<file path="src/rtl/wb_pkg.sv">
// Shared types and constants for the write-back job sequencer.
package wb_pkg;

  localparam int DEPTH_DEFAULT  = 61;
  localparam int WORDS_PER_PASS = 5 * DEPTH_DEFAULT;

  typedef enum logic [2:0] {
    IDLE,
    LAUNCH,
    RUN,
    DRAIN,
    NEXT,
    DONE
  } wb_state_e;

  // Output words one filter pass produces for a row length of depth.
  function automatic int words_per_pass(input int depth);
    return 5 * depth;
  endfunction

endpackage

</file>
<file path="src/rtl/wb_edge_det.sv">
// Registered falling-edge detector; the history register only advances while en=1.
module wb_edge_det
  import wb_pkg::*;
(
  input  logic clk,
  input  logic rst,
  input  logic en,
  input  logic d,
  output logic fall
);

  logic d_q;

  always_ff @(posedge clk or posedge rst) begin
    if (rst) begin
      d_q <= 1'b0;
    end else if (en) begin
      d_q <= d;
    end
  end

  assign fall = d_q & ~d;

endmodule

</file>
<file path="src/rtl/wb_job_sequencer.sv">
// Sequences write-back over a multi-pass conv job, one output channel at a time,
// and audits the number of output words produced per channel.
//
// state  | meaning
// IDLE   | waiting for a job request
// LAUNCH | pulse start_init; clear pass and word counters
// RUN    | count zero4 falling edges until the last pass is reached
// DRAIN  | last pass running; wait for end_op, then audit the word count
// NEXT   | advance to the next output channel or finish
// DONE   | one-cycle done pulse
module wb_job_sequencer
  import wb_pkg::*;
#(
  parameter int DEPTH  = DEPTH_DEFAULT,
  parameter int PASS_W = 8,
  parameter int OC_W   = 8,
  parameter int WCNT_W = 20
) (
  input  logic              clk,
  input  logic              rst,
  input  logic              cfg_valid,
  output logic              cfg_ready,
  input  logic [PASS_W-1:0] cfg_n_pass,
  input  logic [OC_W-1:0]   cfg_n_oc,
  input  logic              abort,
  input  logic              ext_stall,
  output logic              wb_stall,
  output logic              wb_start_init,
  output logic              wb_end_conv,
  input  logic              wb_zero4,
  input  logic              wb_end_op,
  input  logic              wb_p0_valid,
  input  logic              wb_p1_valid,
  output logic [OC_W-1:0]   oc_idx,
  output logic              busy,
  output logic              done,
  output logic              cnt_err
);

  localparam int WPP = words_per_pass(DEPTH);

  wb_state_e         state_q, state_d;
  logic [PASS_W-1:0] n_pass_q, n_pass_d;
  logic [PASS_W-1:0] pass_cnt_q, pass_cnt_d;
  logic [OC_W-1:0]   n_oc_q, n_oc_d;
  logic [OC_W-1:0]   oc_idx_q, oc_idx_d;
  logic [WCNT_W-1:0] wcnt_q, wcnt_d;
  logic              cnt_err_q, cnt_err_d;

  logic              start_init_c, end_conv_c, done_c;
  logic              pass_end;
  logic              last_pass;
  logic [WCNT_W:0]   wsum;
  logic [WCNT_W-1:0] wcnt_sat;
  logic [31:0]       exp_words;

  wb_edge_det u_zero4_edge (
    .clk  (clk),
    .rst  (rst),
    .en   (~ext_stall),
    .d    (wb_zero4),
    .fall (pass_end)
  );

  assign wsum      = {1'b0, wcnt_q} + (WCNT_W+1)'(wb_p0_valid) + (WCNT_W+1)'(wb_p1_valid);
  assign wcnt_sat  = wsum[WCNT_W] ? '1 : wsum[WCNT_W-1:0];
  assign exp_words = 32'(n_pass_q) * 32'(WPP);
  assign last_pass = (pass_cnt_q == (n_pass_q - PASS_W'(1)));

  always_comb begin
    state_d      = state_q;
    n_pass_d     = n_pass_q;
    n_oc_d       = n_oc_q;
    oc_idx_d     = oc_idx_q;
    pass_cnt_d   = pass_cnt_q;
    wcnt_d       = wcnt_q;
    cnt_err_d    = cnt_err_q;
    start_init_c = 1'b0;
    end_conv_c   = 1'b0;
    done_c       = 1'b0;

    // abort bypasses the stall so a hung downstream can still be recovered
    if (abort && (state_q != IDLE)) begin
      state_d = IDLE;
    end else if (!ext_stall) begin
      case (state_q)
        IDLE: begin
          if (cfg_valid) begin
            n_pass_d  = (cfg_n_pass == '0) ? PASS_W'(1) : cfg_n_pass;
            n_oc_d    = (cfg_n_oc == '0) ? OC_W'(1) : cfg_n_oc;
            oc_idx_d  = '0;
            cnt_err_d = 1'b0;
            state_d   = LAUNCH;
          end
        end
        LAUNCH: begin
          start_init_c = 1'b1;
          pass_cnt_d   = '0;
          wcnt_d       = '0;
          if (n_pass_q == PASS_W'(1)) begin
            end_conv_c = 1'b1;
            state_d    = DRAIN;
          end else begin
            state_d = RUN;
          end
        end
        RUN: begin
          wcnt_d = wcnt_sat;
          if (last_pass) begin
            end_conv_c = 1'b1;
            state_d    = DRAIN;
          end else if (pass_end) begin
            pass_cnt_d = pass_cnt_q + PASS_W'(1);
          end
        end
        DRAIN: begin
          wcnt_d = wcnt_sat;
          if (pass_end) begin
            cnt_err_d = 1'b1;
          end
          // words arriving alongside end_op still belong to this channel
          if (wb_end_op) begin
            if (32'(wcnt_sat) != exp_words) begin
              cnt_err_d = 1'b1;
            end
            state_d = NEXT;
          end
        end
        NEXT: begin
          if (oc_idx_q == (n_oc_q - OC_W'(1))) begin
            state_d = DONE;
          end else begin
            oc_idx_d = oc_idx_q + OC_W'(1);
            state_d  = LAUNCH;
          end
        end
        DONE: begin
          done_c  = 1'b1;
          state_d = IDLE;
        end
        default: state_d = IDLE;
      endcase
    end
  end

  always_ff @(posedge clk or posedge rst) begin
    if (rst) begin
      state_q    <= IDLE;
      n_pass_q   <= '0;
      n_oc_q     <= '0;
      oc_idx_q   <= '0;
      pass_cnt_q <= '0;
      wcnt_q     <= '0;
      cnt_err_q  <= 1'b0;
    end else begin
      state_q    <= state_d;
      n_pass_q   <= n_pass_d;
      n_oc_q     <= n_oc_d;
      oc_idx_q   <= oc_idx_d;
      pass_cnt_q <= pass_cnt_d;
      wcnt_q     <= wcnt_d;
      cnt_err_q  <= cnt_err_d;
    end
  end

  assign cfg_ready     = (state_q == IDLE) && !ext_stall;
  assign busy          = (state_q != IDLE);
  assign wb_stall      = ext_stall;
  assign wb_start_init = start_init_c;
  assign wb_end_conv   = end_conv_c;
  assign done          = done_c;
  assign oc_idx        = oc_idx_q;
  assign cnt_err       = cnt_err_q;

endmodule

</file>
<file path="config.mk">
export PLATFORM = sky130hd
export DESIGN_NAME = wb_job_sequencer
export DESIGN_NICKNAME = d
export VERILOG_FILES = /design/src/rtl/wb_pkg.sv /design/src/rtl/wb_edge_det.sv /design/src/rtl/wb_job_sequencer.sv
export SDC_FILE = /design/constraint.sdc
export NUM_CORES = 1
export LEC_CHECK = 0
export BUFFER_PORTS_ARGS = -buffer_cell sky130_fd_sc_hd__buf_2
export CORE_MARGIN = 3
export CORE_UTILIZATION = 55
export CTS_CLUSTER_DIAMETER = 150
export CTS_CLUSTER_SIZE = 12
export DETAILED_ROUTE_END_ITERATION = 10
export GPL_TIMING_DRIVEN = 0
export PLACE_DENSITY = 0.71
export REMOVE_ABC_BUFFERS = 1
export SLEW_MARGIN = 10
export SYNTH_ARGS = -nofsm -noshare
export SYNTH_HDL_FRONTEND = slang
export SYNTH_SLANG_ARGS = --single-unit
</file>
<file path="constraint.sdc">
create_clock -name clk -period 4.7 [get_ports clk]
set_clock_uncertainty 0.1 [all_clocks]
set_input_delay 0.705 -clock clk [delete_from_list [all_inputs] [get_ports clk]]
set_output_delay 0.705 -clock clk [all_outputs]
set_load 0.01 [all_outputs]
</file>
# Word level (Yosys, flattened, before mapping)
# Index checks and enable logic that the tools add are counted.
dict set report word_totals {
  register_bits 57
  latch_bits 0
  mem_bits_rw 0
  romBits 0
  inputBits 25
  output_inout_bits 15
  elab_cells 88
  n_memories 0
}
dict set report classes {
  n_addsub 6
  mul 1
  div 0
  n_lt_le_gt_ge 0
  eq_ne 17
  n_shift 0
  mux 34
  bitwise 4
  n_reduce_logical 18
}
# cell count
set ops {}
lappend ops {{8-bit 2-to-1 mux} 6}
lappend ops {{20-bit case mux with 2 select lines} 1}
lappend ops {{8-bit case mux with 2 select lines} 2}
lappend ops {{20-bit by 1-bit adder with 21-bit output} 1}
lappend ops {{21-bit by 1-bit adder with 21-bit output} 1}
lappend ops {{20-bit 2-to-1 mux} 1}
lappend ops {{20-bit by 17-bit inequality test with 1-bit output} 1}
lappend ops {{3-bit 2-to-1 mux} 6}
lappend ops {{8-bit by 9-bit multiplier with 17-bit output (second input constant)} 1}
lappend ops {{8-bit by 1-bit adder with 8-bit output (second input constant)} 2}
lappend ops {{8-bit == test} 2}
lappend ops {{8-bit zero test} 2}
lappend ops {{8-bit by 1-bit subtractor with 8-bit output (second input constant)} 2}
lappend ops {{1-bit 2-to-1 mux} 15}
lappend ops {{3-bit case mux with 5 select lines} 1}
lappend ops {{4-bit AND reduction} 3}
lappend ops {{5-bit AND reduction} 2}
lappend ops {{3-bit inequality test (second input constant)} 3}
lappend ops {{8-bit by 1-bit == test with 1-bit output (second input constant)} 1}
lappend ops {{2-bit inequality test (second input constant)} 4}
lappend ops {{2-bit nonzero test} 4}
lappend ops {{3-bit by 2-bit == test with 1-bit output (second input constant)} 2}
lappend ops {{3-bit == test (second input constant)} 2}
lappend ops {{1-bit case mux with 2 select lines} 2}
lappend ops {{other kinds (10)} 13}

# Logic depth before layout (Yosys ltp)
# Gate-level depths: netlist of run 1.
dict set report logic_depth {
  depth_word 7
  mapped_depth 16
  mapped_depth_nobuf 15
}

# Modules after synthesis
# A second synthesis of run 1 with hierarchy kept.
dict set report hier_totals {
  cells_unflattened 599
  hier_area_um2 5004.8
}
# module instances cells_each area_per_inst_um2 seq_area_each_um2
set by_module_without_submodules {}
lappend by_module_without_submodules {wb_job_sequencer 1 595 4954.8 1401.3}
lappend by_module_without_submodules {wb_edge_det 1 4 50.0 25.0}

# Least setup slack after synthesis of run 1
# No wires, ideal clock.
dict set report synth_path {
  path_type {reg2reg}
  from {register n_pass_q[2]}
  to {register cnt_err_q (netlist: cnt_err)}
  t_arrival_ns 3.419
  path_slack_ns 1.048
  stages_incl_launch_ff 15
  synth_period_minus_slack_ns 3.652
  path_cell_list {dfrtp_1 -> buf_2 -> inv_1 -> ha_1 -> ha_1 -> ha_1 -> ha_1 -> fa_1 -> xor2_1 -> xnor2_1 -> a31oi_1 -> o31ai_1 -> o2111ai_1 -> nor4_1 -> a21oi_1}
}
dict set report synth_between {
  elab_chain_cells 5
}
# element line_no
set synth_lines {}
lappend synth_lines {{start: declaration} wb_job_sequencer.sv:43} ;# logic [PASS_W-1:0] n_pass_q, n_pass_d;
lappend synth_lines {{start signal: assignment} wb_job_sequencer.sv:157} ;# n_pass_q <= n_pass_d;
lappend synth_lines {{8-bit by 9-bit multiplier with 17-bit output} wb_job_sequencer.sv:67} ;# assign exp_words = 32'(n_pass_q) * 32'(WPP);
lappend synth_lines {{20-bit by 17-bit inequality test with 1-bit output} wb_job_sequencer.sv:123} ;# if (32'(wcnt_sat) != exp_words) begin
lappend synth_lines {{1-bit 2-to-1 mux} wb_job_sequencer.sv:123}
lappend synth_lines {{1-bit 2-to-1 mux} wb_job_sequencer.sv:122} ;# if (wb_end_op) begin
lappend synth_lines {{1-bit case mux with 2 select lines} wb_job_sequencer.sv:86} ;# case (state_q)
lappend synth_lines {{end signal: assignment} wb_job_sequencer.sv:162} ;# cnt_err_q <= cnt_err_d;
lappend synth_lines {{end: declaration} wb_job_sequencer.sv:48} ;# logic cnt_err_q, cnt_err_d;
# No other way between the ends.
# A chain may end at the register's enable or synchronous reset.

# Worst setup path in the final report of run 1
dict set report layout_path {
  from {register n_pass_q[3]}
  to {register cnt_err_q (netlist: cnt_err)}
}
# Same word-level chain as after synthesis.

==> out/results.ini, run 1 <==
[run_status]
status = complete, no violations

[sta]
tns_ns = 0
slew_violations = 0
grt_setup_unrepaired = no
period_share = 0.922
maxSlewHeadroom = 0.291
min_period_ns = 4.33
tightest_slew_ns = 1.06
layout_setup_ws_ns = 0.368
finalSetupViolCount = 0
max_freq_mhz = 231
hold_viol_final = 0

[place]
place_area_sq_um = 5380
numPortBuffers = 39
place_ws_ns = 0.424
gp_congestion = 0.936
dpl.hpwl_mm = 9.37

[pwr]
p_int_uw = 2270
vdd_drop_max_v = 0.000490
pwr-share-clk = 0.125
cellPowerDensity_nw_per_um2 = 774
p_seq_frac = 0.180
switching_share = 0.478
cellLeakagePower_uw = 0.00263
power.switching_uw = 2080
p_comb_frac = 0.695
p_total_uw = 4340

[yosys]
synthTopCellsByArea = dfrtp_1, ha_1, nand2_1
yosys.area_share.simple = 0.227
synth_edf_count = 0
ys_types = 68
yosys.area_share.xor_xnor = 0.0793
yosys_warnings = 0
synth_top_area_share = 0.275
synthTopCellsByCount = nand2_1, dfrtp_1, o21ai_0, ha_1, inv_1
async_reset_ff_frac = 1.00
synthCells = 631
synth_compound_gate_area_share = 0.192
synth-adder-area-share = 0.154
yosys.area.top_type = dfrtp_1
ys_seq_area_frac = 0.275
ys_ff_latch = 57
synthFlopType = dfrtp_1
synth_top_family_by_area = simple AND/OR/NAND/NOR gates
synth_mux_area_frac = 0.0121
synth_area_sq_um = 5190
yosysMostFrequentCell = nand2_1
syn_avg_cell_area_sq_um = 8.23

[clock_tree]
cts_hold_buf = 0
cts_made_buffers = 9
clock_latency_ns = 0.35
clkTransAtPathRegs_ns = 0.08
cts_sinks = 57
ctsRootBufferMaster = clkbuf_8
cts_resized = 0
cts_max_level = 3
cts_tree = yes
ctsLongestPathBuffers = 2
post_cts_buffers = 0

[detailed_routing]
drt_wl_total_mm = 12.9
routedWlPerCell_um = 17.0
dr.first_iter.drc_count = 245
drc = 0
antenna_left = 0
routed-via-count = 4734
firstDrtPassIters = 7
vias_per_cell = 6.23

[setup_path]
rrSetupSlack_ns = 0.37
cp.required_ns = 4.81
startpoint_type = register
crit_path_end_kind = register
cp_data_arrival_time_ns = 4.44
cp_max_fo = 7
crit_type = reg2reg

[floorplan]
std_cell_rows = 34
die_w_um = 103
die_height_um = 103
start_util = 0.581
dieArea_sq_um = 10600
num_io_pins = 40
core_sq_um = 8930

[layout]
fin_area_sq_um = 5610
layout-area-overhead-vs-synth_pct = 8.07
regArea_sq_um = 1430
multiInputGateArea_sq_um = 3460
nets = 731
layout-drive-gt1-share = 0.107
fillers = 786
diodes = 0

[global_routing]
grt_max_degree = 58
grt_pass1_vias = 4370
overflow = 0
antenna_found_initial = 0
grt_usage = 0.251
grt_pass1_wl_mm = 21.3

[flow_run]
drv_cap = 0

[worst_hold_path]
hp-class = in2async

## stage by stage
step,util,hold slack (ns),cells
2_1_floorplan,-,0.362,597
3_3_place_gp,0.602,0.377,744
3_5_place_dp,0.602,0.382,744
4_1_cts,0.628,0.404,760
5_1_grt,0.628,0.441,760
6_report,0.628,0.381,760
## final cells by class
class                      instances  area share
tap                              108      0.0241
inverter                          44      0.0299
multi-input combinational        496       0.617
clock buffer                       9      0.0221
clock inverter                     7      0.0183
sequential                        57       0.254
timing repair buffer              39      0.0348
## cell families after synthesis
kind of cell             Yosys count
multiplexers                       6
XOR/XNOR                          47
buffers and inverters             78
AND/OR/NAND/NOR                  227
adder cells (fa/ha/maj)           60
AO/OA/AOI/OAI                    156
flip-flops                        57
## registers in the layout (all words and copies together) (netlist names)
| register | count |
|---|---|
| u_zero4_edge.d_q | 1 |
| cnt_err | 1 |
| state_q | 3 |
| n_oc_q | 8 |
| wcnt_q | 20 |
| pass_cnt_q | 8 |
| n_pass_q | 8 |
| oc_idx | 8 |
## metal layers
layer  part of all wire  up-vias  global-route usage
li1                   -     2309                   -
met1               0.46     2279               0.341
met4              0.011        0              0.0608
met5                  0        -                   0
met2               0.48      127               0.423
met3              0.045       19              0.0325
## worst paths after layout
kind | start | cells past startpoint | to
min | rst | 2 | wcnt_q[0]
max in group asynchronous | rst | 2 | u_zero4_edge.d_q
max reg2reg | n_pass_q[3] | 15 | cnt_err
max | n_pass_q[3] | 15 | cnt_err
min in group clk | n_oc_q[7] | 2 | n_oc_q[7]
min reg2reg | n_oc_q[7] | 2 | n_oc_q[7]
## cells in the final DEF, fill, tap and decap left out, types with 3 or more instances in the layout
| master | instances |
|---|---|
| a211o_1 | 5 |
| mux2i_1 | 4 |
| and3_1 | 6 |
| nor4_2 | 3 |
| a21o_1 | 6 |
| buf_2 | 39 |
| xnor2_1 | 28 |
| nor4_1 | 12 |
| nand3_1 | 19 |
| nand4_1 | 15 |
| o211ai_1 | 5 |
| clkbuf_8 | 9 |
| or4_1 | 8 |
| nor3_1 | 20 |
| o31ai_1 | 5 |
| ha_1 | 52 |
| dfrtp_1 | 57 |
| nand3b_1 | 4 |
| o2111ai_1 | 3 |
| o21ai_0 | 52 |
| nor2_1 | 27 |
| a211oi_1 | 7 |
| a31oi_1 | 10 |
| clkinv_4 | 3 |
| nand2b_1 | 8 |
| nand2_1 | 82 |
| inv_1 | 43 |
| xor2_1 | 19 |
| fa_1 | 7 |
| a21oi_1 | 30 |
| a41oi_1 | 3 |
| and2_1 | 3 |
| o21ai_1 | 5 |
| or3_1 | 5 |
## critical path: stages (launching register included)
cell and delay, ns:
dfrtp_1 0.57, inv_1 0.21, ha_1 0.32, ha_1 0.13, inv_1 0.05, fa_1 0.41, fa_1 0.52, inv_1 0.04
ha_1 0.36, nand3_1 0.12, o2111ai_1 0.20, o211ai_1 0.15, o21ai_0 0.29, xnor2_1 0.11, nor4b_1 0.49, a21oi_1 0.12
## power by group through the flow
stage	registers, uW	logic, uW	clock network, uW
after detailed placement	790	3020	0
after global routing	808	3440	569
after global placement	783	2890	0
after CTS	780	3020	551
after floorplan	727	2410	0
final	783	3020	543
(Power assumes the default switching activity.)
==> run 2, diff against run 1 <==
- SLEW_MARGIN: 10 -> 20
- SYNTH_HIERARCHICAL: default -> 1
==> run 2 against run 1 <==
Compared with the run above: cell count shrank 2.6%; via count shrank 6.7%; die area shrank 3.4%; wire length shrank 6.0%; critical endpoint unchanged.
==> out/results.ini, run 2 <==
[run_status]
status = complete, no violations

[sta]
layout_setup_ws_ns = 0.452  ; +0.0843 ns
slew_violations = 0  ; unchanged
hold_ws_ns = 0.104  ; -0.276 ns
finalSetupViolCount = 0  ; unchanged
tightest_slew_ns = 0.884  ; -0.179 ns
tns_ns = 0  ; unchanged
max_freq_mhz = 235  ; +2.0%
hold_viol_final = 0  ; unchanged
min_period_ns = 4.25  ; -0.0843 ns
maxSlewHeadroom = 0.402  ; +0.111
grt_setup_unrepaired = no
period_share = 0.904  ; -0.0179

[setup_path]
crit_path_end_kind = register
timing.rr.end = cnt_err
reg2reg_depth = 14  ; -1
cp_data_arrival_time_ns = 4.34  ; -0.10 ns
cp.required_ns = 4.79  ; -0.02 ns
reg2reg_from = n_pass_q[2]
rrSetupSlack_ns = 0.45  ; +0.08 ns
cp_max_fo = 9  ; +2
crit_type = reg2reg
startpoint_type = register

[global_routing]
grt_max_degree = 50  ; -14%
overflow = 0  ; unchanged
antenna_found_initial = 0  ; unchanged
grt_pass1_wl_mm = 20.2  ; -5.0%
grt_pass1_vias = 4233  ; -3.1%
grt_usage = 0.247  ; -0.00395

[detailed_routing]
antenna_left = 0  ; unchanged
dr.first_iter.drc_count = 257  ; +4.9%
drc = 0  ; unchanged
routed-via-count = 4415  ; -6.7%
routedWlPerCell_um = 16.4  ; -3.5%
vias_per_cell = 5.97  ; -4.2%
firstDrtPassIters = 5  ; -2
drt_wl_total_mm = 12.1  ; -6.0%

[worst_hold_path]
hp-class = in2async

[layout]
finalNonFillerCells = 740  ; -2.6%
largest-register = wcnt_q
fillers = 786  ; unchanged
largest_reg_flops = 20  ; unchanged
multiInputGateArea_sq_um = 3350  ; -3.1%
fin_util = 0.631  ; +0.00320
final_common_cell = nand2_1
regArea_sq_um = 1430  ; unchanged
mostFrequentLayoutCells = nand2_1, dfrtp_1, o21ai_0
nets = 711  ; -2.7%
layout-area-overhead-vs-synth_pct = 10.5
diodes = 0  ; unchanged
layout-drive-gt1-share = 0.119  ; +0.0113

[yosys]
synthFlopType = dfrtp_1
syn_avg_cell_area_sq_um = 8.36  ; +1.6%
synth_top_area_share = 0.285  ; +0.0102
synthTopCellsByArea = dfrtp_1, ha_1, xnor2_1
synthTopCellsByCount = nand2_1, dfrtp_1, o21ai_0, ha_1, xnor2_1
synthCells = 599  ; -5.1%
synth_edf_count = 0  ; unchanged
ys_types = 67  ; -1.5%
ys_ff_latch = 57  ; unchanged
yosys.area.top_type = dfrtp_1
synth_area_sq_um = 5000  ; -3.6%
async_reset_ff_frac = 1.00  ; unchanged
ys_seq_area_frac = 0.285  ; +0.0102
yosys_warnings = 6  ; +6
yosysMostFrequentCell = nand2_1

[clock_tree]
post_cts_buffers = 0  ; unchanged
ctsLongestPathBuffers = 2  ; unchanged
cts_tree = yes
ctsRootBufferMaster = clkbuf_8
cts_max_level = 3  ; unchanged
cts_resized = 0  ; unchanged
clock_latency_ns = 0.35  ; about the same
cts_made_buffers = 9  ; unchanged
cts_sinks = 57  ; unchanged
clkTransAtPathRegs_ns = 0.08  ; about the same
cts_hold_buf = 0  ; unchanged

[floorplan]
dieArea_sq_um = 10300  ; -3.4%
core_sq_um = 8760  ; -1.9%
die_w_um = 101  ; -1.7%
num_io_pins = 40  ; unchanged
std_cell_rows = 34  ; unchanged
start_util = 0.571  ; -0.00999
die_height_um = 101  ; -1.7%

[flow_run]
drv_cap = 0  ; unchanged

[place]
dpl.hpwl_mm = 9.16  ; -2.3%
gp_congestion = 0.911  ; -2.7%
numPortBuffers = 39  ; unchanged
dpl.cell_count = 724  ; -2.7%
place_ws_ns = 0.438  ; +0.0141 ns

[pwr]
vdd_drop_max_v = 0.000220  ; -55%
cellLeakagePower_uw = 0.00258  ; -1.9%
cellPowerDensity_nw_per_um2 = 493  ; -36%

## run 2: changes by cell type in the layout (fill, tap and decap cells not counted), sizes merged, moves of 5 or more
cell   delta
inv       -9
a22o      +6
a211o     -5
xnor2    +11
a21o      -5
nor4      -9
nand4     -6
## run 2: where the power goes
part / switching, uW / internal, uW
Clock: 230 / 358
Sequential: 113 / 544
Combinational: 802 / 679
## run 2: worst max path at each step
stage | startpoint | end | slack [ns] | cells after the start
6_report | n_pass_q[2] | cnt_err | 0.45 | 14
5_1_grt | n_pass_q[2] | cnt_err | 0.13 | 14
4_1_cts | n_pass_q[2] | cnt_err | 0.40 | 14
3_5_place_dp | n_pass_q[2] | cnt_err | 0.44 | 14
3_3_place_gp | n_pass_q[3] | cnt_err | 0.48 | 14
2_1_floorplan | n_pass_q[3] | cnt_err | 0.96 | 14
## run 2: cell families after synthesis
logic type | share of synthesized area
adder cells (fa/ha/maj) | 0.158
AND/OR/NAND/NOR | 0.220
XOR/XNOR | 0.0980
flip-flops | 0.285
multiplexers | 0.0152
buffers and inverters | 0.0450
AO/OA/AOI/OAI | 0.179
## run 2: layer usage
metal  track usage  vias to the layer above  routed length, um  share of wire
met3        0.0420                       11                583          0.048
met2         0.391                      122               5720           0.47
met1         0.349                     2109               5680           0.47
li1              -                     2173                  -              -
met4        0.0665                        0                128          0.011
met5             0                        -                  0              0
## run 2: worst max-delay path: stages, from the launching register on
cell and delay (ns):
dfrtp_1 0.61, inv_1 0.12, ha_1 0.31, ha_1 0.29
ha_1 0.31, ha_1 0.34, fa_1 0.46, a211oi_1 0.33
o21bai_1 0.12, a21oi_1 0.22, xnor2_1 0.18, mux2i_1 0.21
a21oi_1 0.08, nor3_1 0.25, a41oi_1 0.18
## run 2: final cells by class
class,count,share of cell area
clock buffer,9,0.0224
clock inverter,7,0.0226
inverter,34,0.0235
multi-input combinational,484,0.606
sequential,57,0.258
tap,108,0.0244
timing repair buffer,41,0.0430
## run 2: stage by stage
| stage | total power (uW) | cell area [sq um] |
|---|---|---|
| after floorplan | 1820 | 4910 |
| after global placement | 2080 | 5240 |
| after detailed placement | 2130 | 5280 |
| after CTS | 2740 | 5530 |
| after global routing | 2990 | 5530 |
| final | 2730 | 5530 |
==> run 3, diff against run 2 <==
- PLACE_DENSITY: 0.71 -> 0.74
- REMOVE_ABC_BUFFERS: 1 -> default
==> run 3 against run 2 <==
Compared with the run above: worst hold slack improved by 0.0018 ns; fmax fell by 3.4%; power rose by 1.1%; final area rose by 1.3%; sequential power fell by 2%; largest power group unchanged; worst setup slack got worse by 0.15 ns; die area did not move; sequential cell count did not move; highest routed layer unchanged; utilization rose by 0.80 points; sequential share of layout area fell by 0.32 points; register-to-register slack got worse by 0.15 ns.
==> out/results.ini, run 3 (synthesized netlist as in run 2, its figures left out) <==
[detailed_routing]
drt_wl_total_mm = 13.0  ; +7.6%
routedWlPerCell_um = 17.1  ; +4.5%
antenna_left = 0  ; unchanged
vias_per_cell = 6.02  ; +0.83%
drc = 0  ; unchanged
dr.first_iter.drc_count = 278  ; +8.2%
routed-via-count = 4584  ; +3.8%
firstDrtPassIters = 5  ; unchanged

[clock_tree]
cts_hold_buf = 0  ; unchanged
ctsLongestPathBuffers = 2  ; unchanged
ctsRootBufferMaster = clkbuf_8
cts_made_buffers = 9  ; unchanged
cts_tree = yes
cts_sinks = 57  ; unchanged
clock_latency_ns = 0.35  ; about the same
cts_resized = 0  ; unchanged
post_cts_buffers = 0  ; unchanged
clkTransAtPathRegs_ns = 0.08  ; about the same
cts_max_level = 3  ; unchanged

[pwr]
vdd_drop_max_v = 0.000265  ; +20%
cellLeakagePower_uw = 0.00261  ; +1.0%
p_total_uw = 2760  ; +1.1%
cellPowerDensity_nw_per_um2 = 492  ; -0.21%

[layout]
multiInputGateArea_sq_um = 3350  ; unchanged
mostFrequentLayoutCells = nand2_1, dfrtp_1, o21ai_0
largest-register = wcnt_q
fin_util = 0.639  ; +0.00800
final_common_cell = nand2_1
diodes = 0  ; unchanged
layout-drive-gt1-share = 0.118  ; -0.000934
regArea_sq_um = 1430  ; unchanged
layout-area-overhead-vs-synth_pct = 11.9
finalNonFillerCells = 762  ; +3.0%
largest_reg_flops = 20  ; unchanged
nets = 733  ; +3.1%
fillers = 740  ; -5.9%

[yosys]
syn-num-nets = 683

[global_routing]
grt_max_degree = 36  ; -28%
grt_pass1_vias = 4435  ; +4.8%
grt_usage = 0.264  ; +0.0173
grt_pass1_wl_mm = 21.5  ; +6.3%
overflow = 0  ; unchanged
antenna_found_initial = 0  ; unchanged

[sta]
period_share = 0.935  ; +0.0315
maxSlewHeadroom = 0.486  ; +0.0832
max_freq_mhz = 227  ; -3.4%
finalSetupViolCount = 0  ; unchanged
grt_setup_unrepaired = no
tns_ns = 0  ; unchanged
tightest_slew_ns = 0.765  ; -0.119 ns
slew_violations = 0  ; unchanged
hold_viol_final = 0  ; unchanged
min_period_ns = 4.40  ; +0.148 ns

[setup_path]
path_cells = clkbuf_1 > inv_1 > ha_1 > ha_1 > fa_1 > ha_1 > fa_1 > a211oi_1 > o21bai_1 > a21oi_1 > xnor2_1 > mux2i_1 > a21oi_1 > nor3_1 > a41oi_1
cpMostUsedCell = ha_1
cp_data_arrival_time_ns = 4.49  ; +0.15 ns
crit_buf_inv = 2  ; +1
crit_path_max_incr_delay_ns = 0.45  ; -0.16 ns
critical-path-top-delay-family = adder cells
timing.rr.end = cnt_err
crit_slowest_cell = dfrtp_1
path_depth = 15  ; +1
cp_max_fo = 6  ; -3
crit_path_end_kind = register
cp.required_ns = 4.79  ; about the same
startpoint_type = register
rrSetupSlack_ns = 0.30  ; -0.15 ns
reg2reg_depth = 15  ; +1
reg2reg_from = n_pass_q[0]
crit_type = reg2reg

[place]
dpl.hpwl_mm = 9.99  ; +9.1%
numPortBuffers = 38  ; -2.6%
gp_congestion = 0.966  ; +6.1%
dpl.cell_count = 746  ; +3.0%

[floorplan]
core_sq_um = 8760  ; unchanged
dieArea_sq_um = 10300  ; unchanged
std_cell_rows = 34  ; unchanged
die_w_um = 101  ; unchanged
die_height_um = 101  ; unchanged
start_util = 0.571  ; unchanged
num_io_pins = 40  ; unchanged

[run_status]
status = complete, no violations

[worst_hold_path]
hp-class = in2async

[flow_run]
drv_cap = 0  ; unchanged

[run 3: changes by cell type in the layout (fill, tap and decap cells not counted), sizes merged]
cell / previous run / this run
inv: 36 / 37
clkinv: 2 / 1
clkbuf: 9 / 30
buf: 41 / 42
[run 3: layout make-up]
class                           instances  area share
Buffer                                 24      0.0174
Clock buffer                            9      0.0221
Clock inverter                          7      0.0223
Inverter                               34      0.0232
Multi-Input combinational cell        484       0.599
Sequential cell                        57       0.255
Tap cell                              108      0.0241
Timing Repair Buffer                   39      0.0375
[run 3: worst register-to-register path, cell delays in order, from the launching register on]
cell      delay, ns
dfrtp_1        0.45
clkbuf_1       0.29
inv_1          0.13
ha_1           0.37
ha_1           0.21
fa_1           0.44
ha_1           0.25
fa_1           0.41
a211oi_1       0.36
o21bai_1       0.12
a21oi_1        0.23
xnor2_1        0.18
mux2i_1        0.21
a21oi_1        0.08
nor3_1         0.23
a41oi_1        0.18
[run 3: routing by layer]
layer / vias to the layer above / GRT usage / routed length, um
li1: 2224 / - / -
met1: 2165 / 0.360 / 5710
met2: 161 / 0.420 / 6130
met3: 34 / 0.0399 / 833
met4: 0 / 0.108 / 350
met5: - / 0 / 0
[run 3: worst max-delay path by stage]
stage	start	end
floorplan	n_pass_q[0]	cnt_err
global placement	n_pass_q[0]	cnt_err
detailed placement	n_pass_q[0]	cnt_err
CTS	n_pass_q[0]	cnt_err
global route	n_pass_q[0]	cnt_err
finish	n_pass_q[0]	cnt_err
[run 3: power breakdown]
part           total (uW)  switching (uW)  leakage, uW  internal [uW]
combinational        1520             835      0.00172            680
clock                 595             236     0.000125            359
sequential            645             101     0.000764            544
total                2760            1170      0.00261           1580
[run 3: through the flow]
stage	setup slack, ns	hold slack, ns	cell area, sq um
3_5_place_dp	0.303	0.395	5350
6_report	0.304	0.106	5600
4_1_cts	0.287	0.0978	5600
5_1_grt	0.0320	0.104	5600
2_1_floorplan	0.856	0.334	5000
3_3_place_gp	0.382	0.372	5330
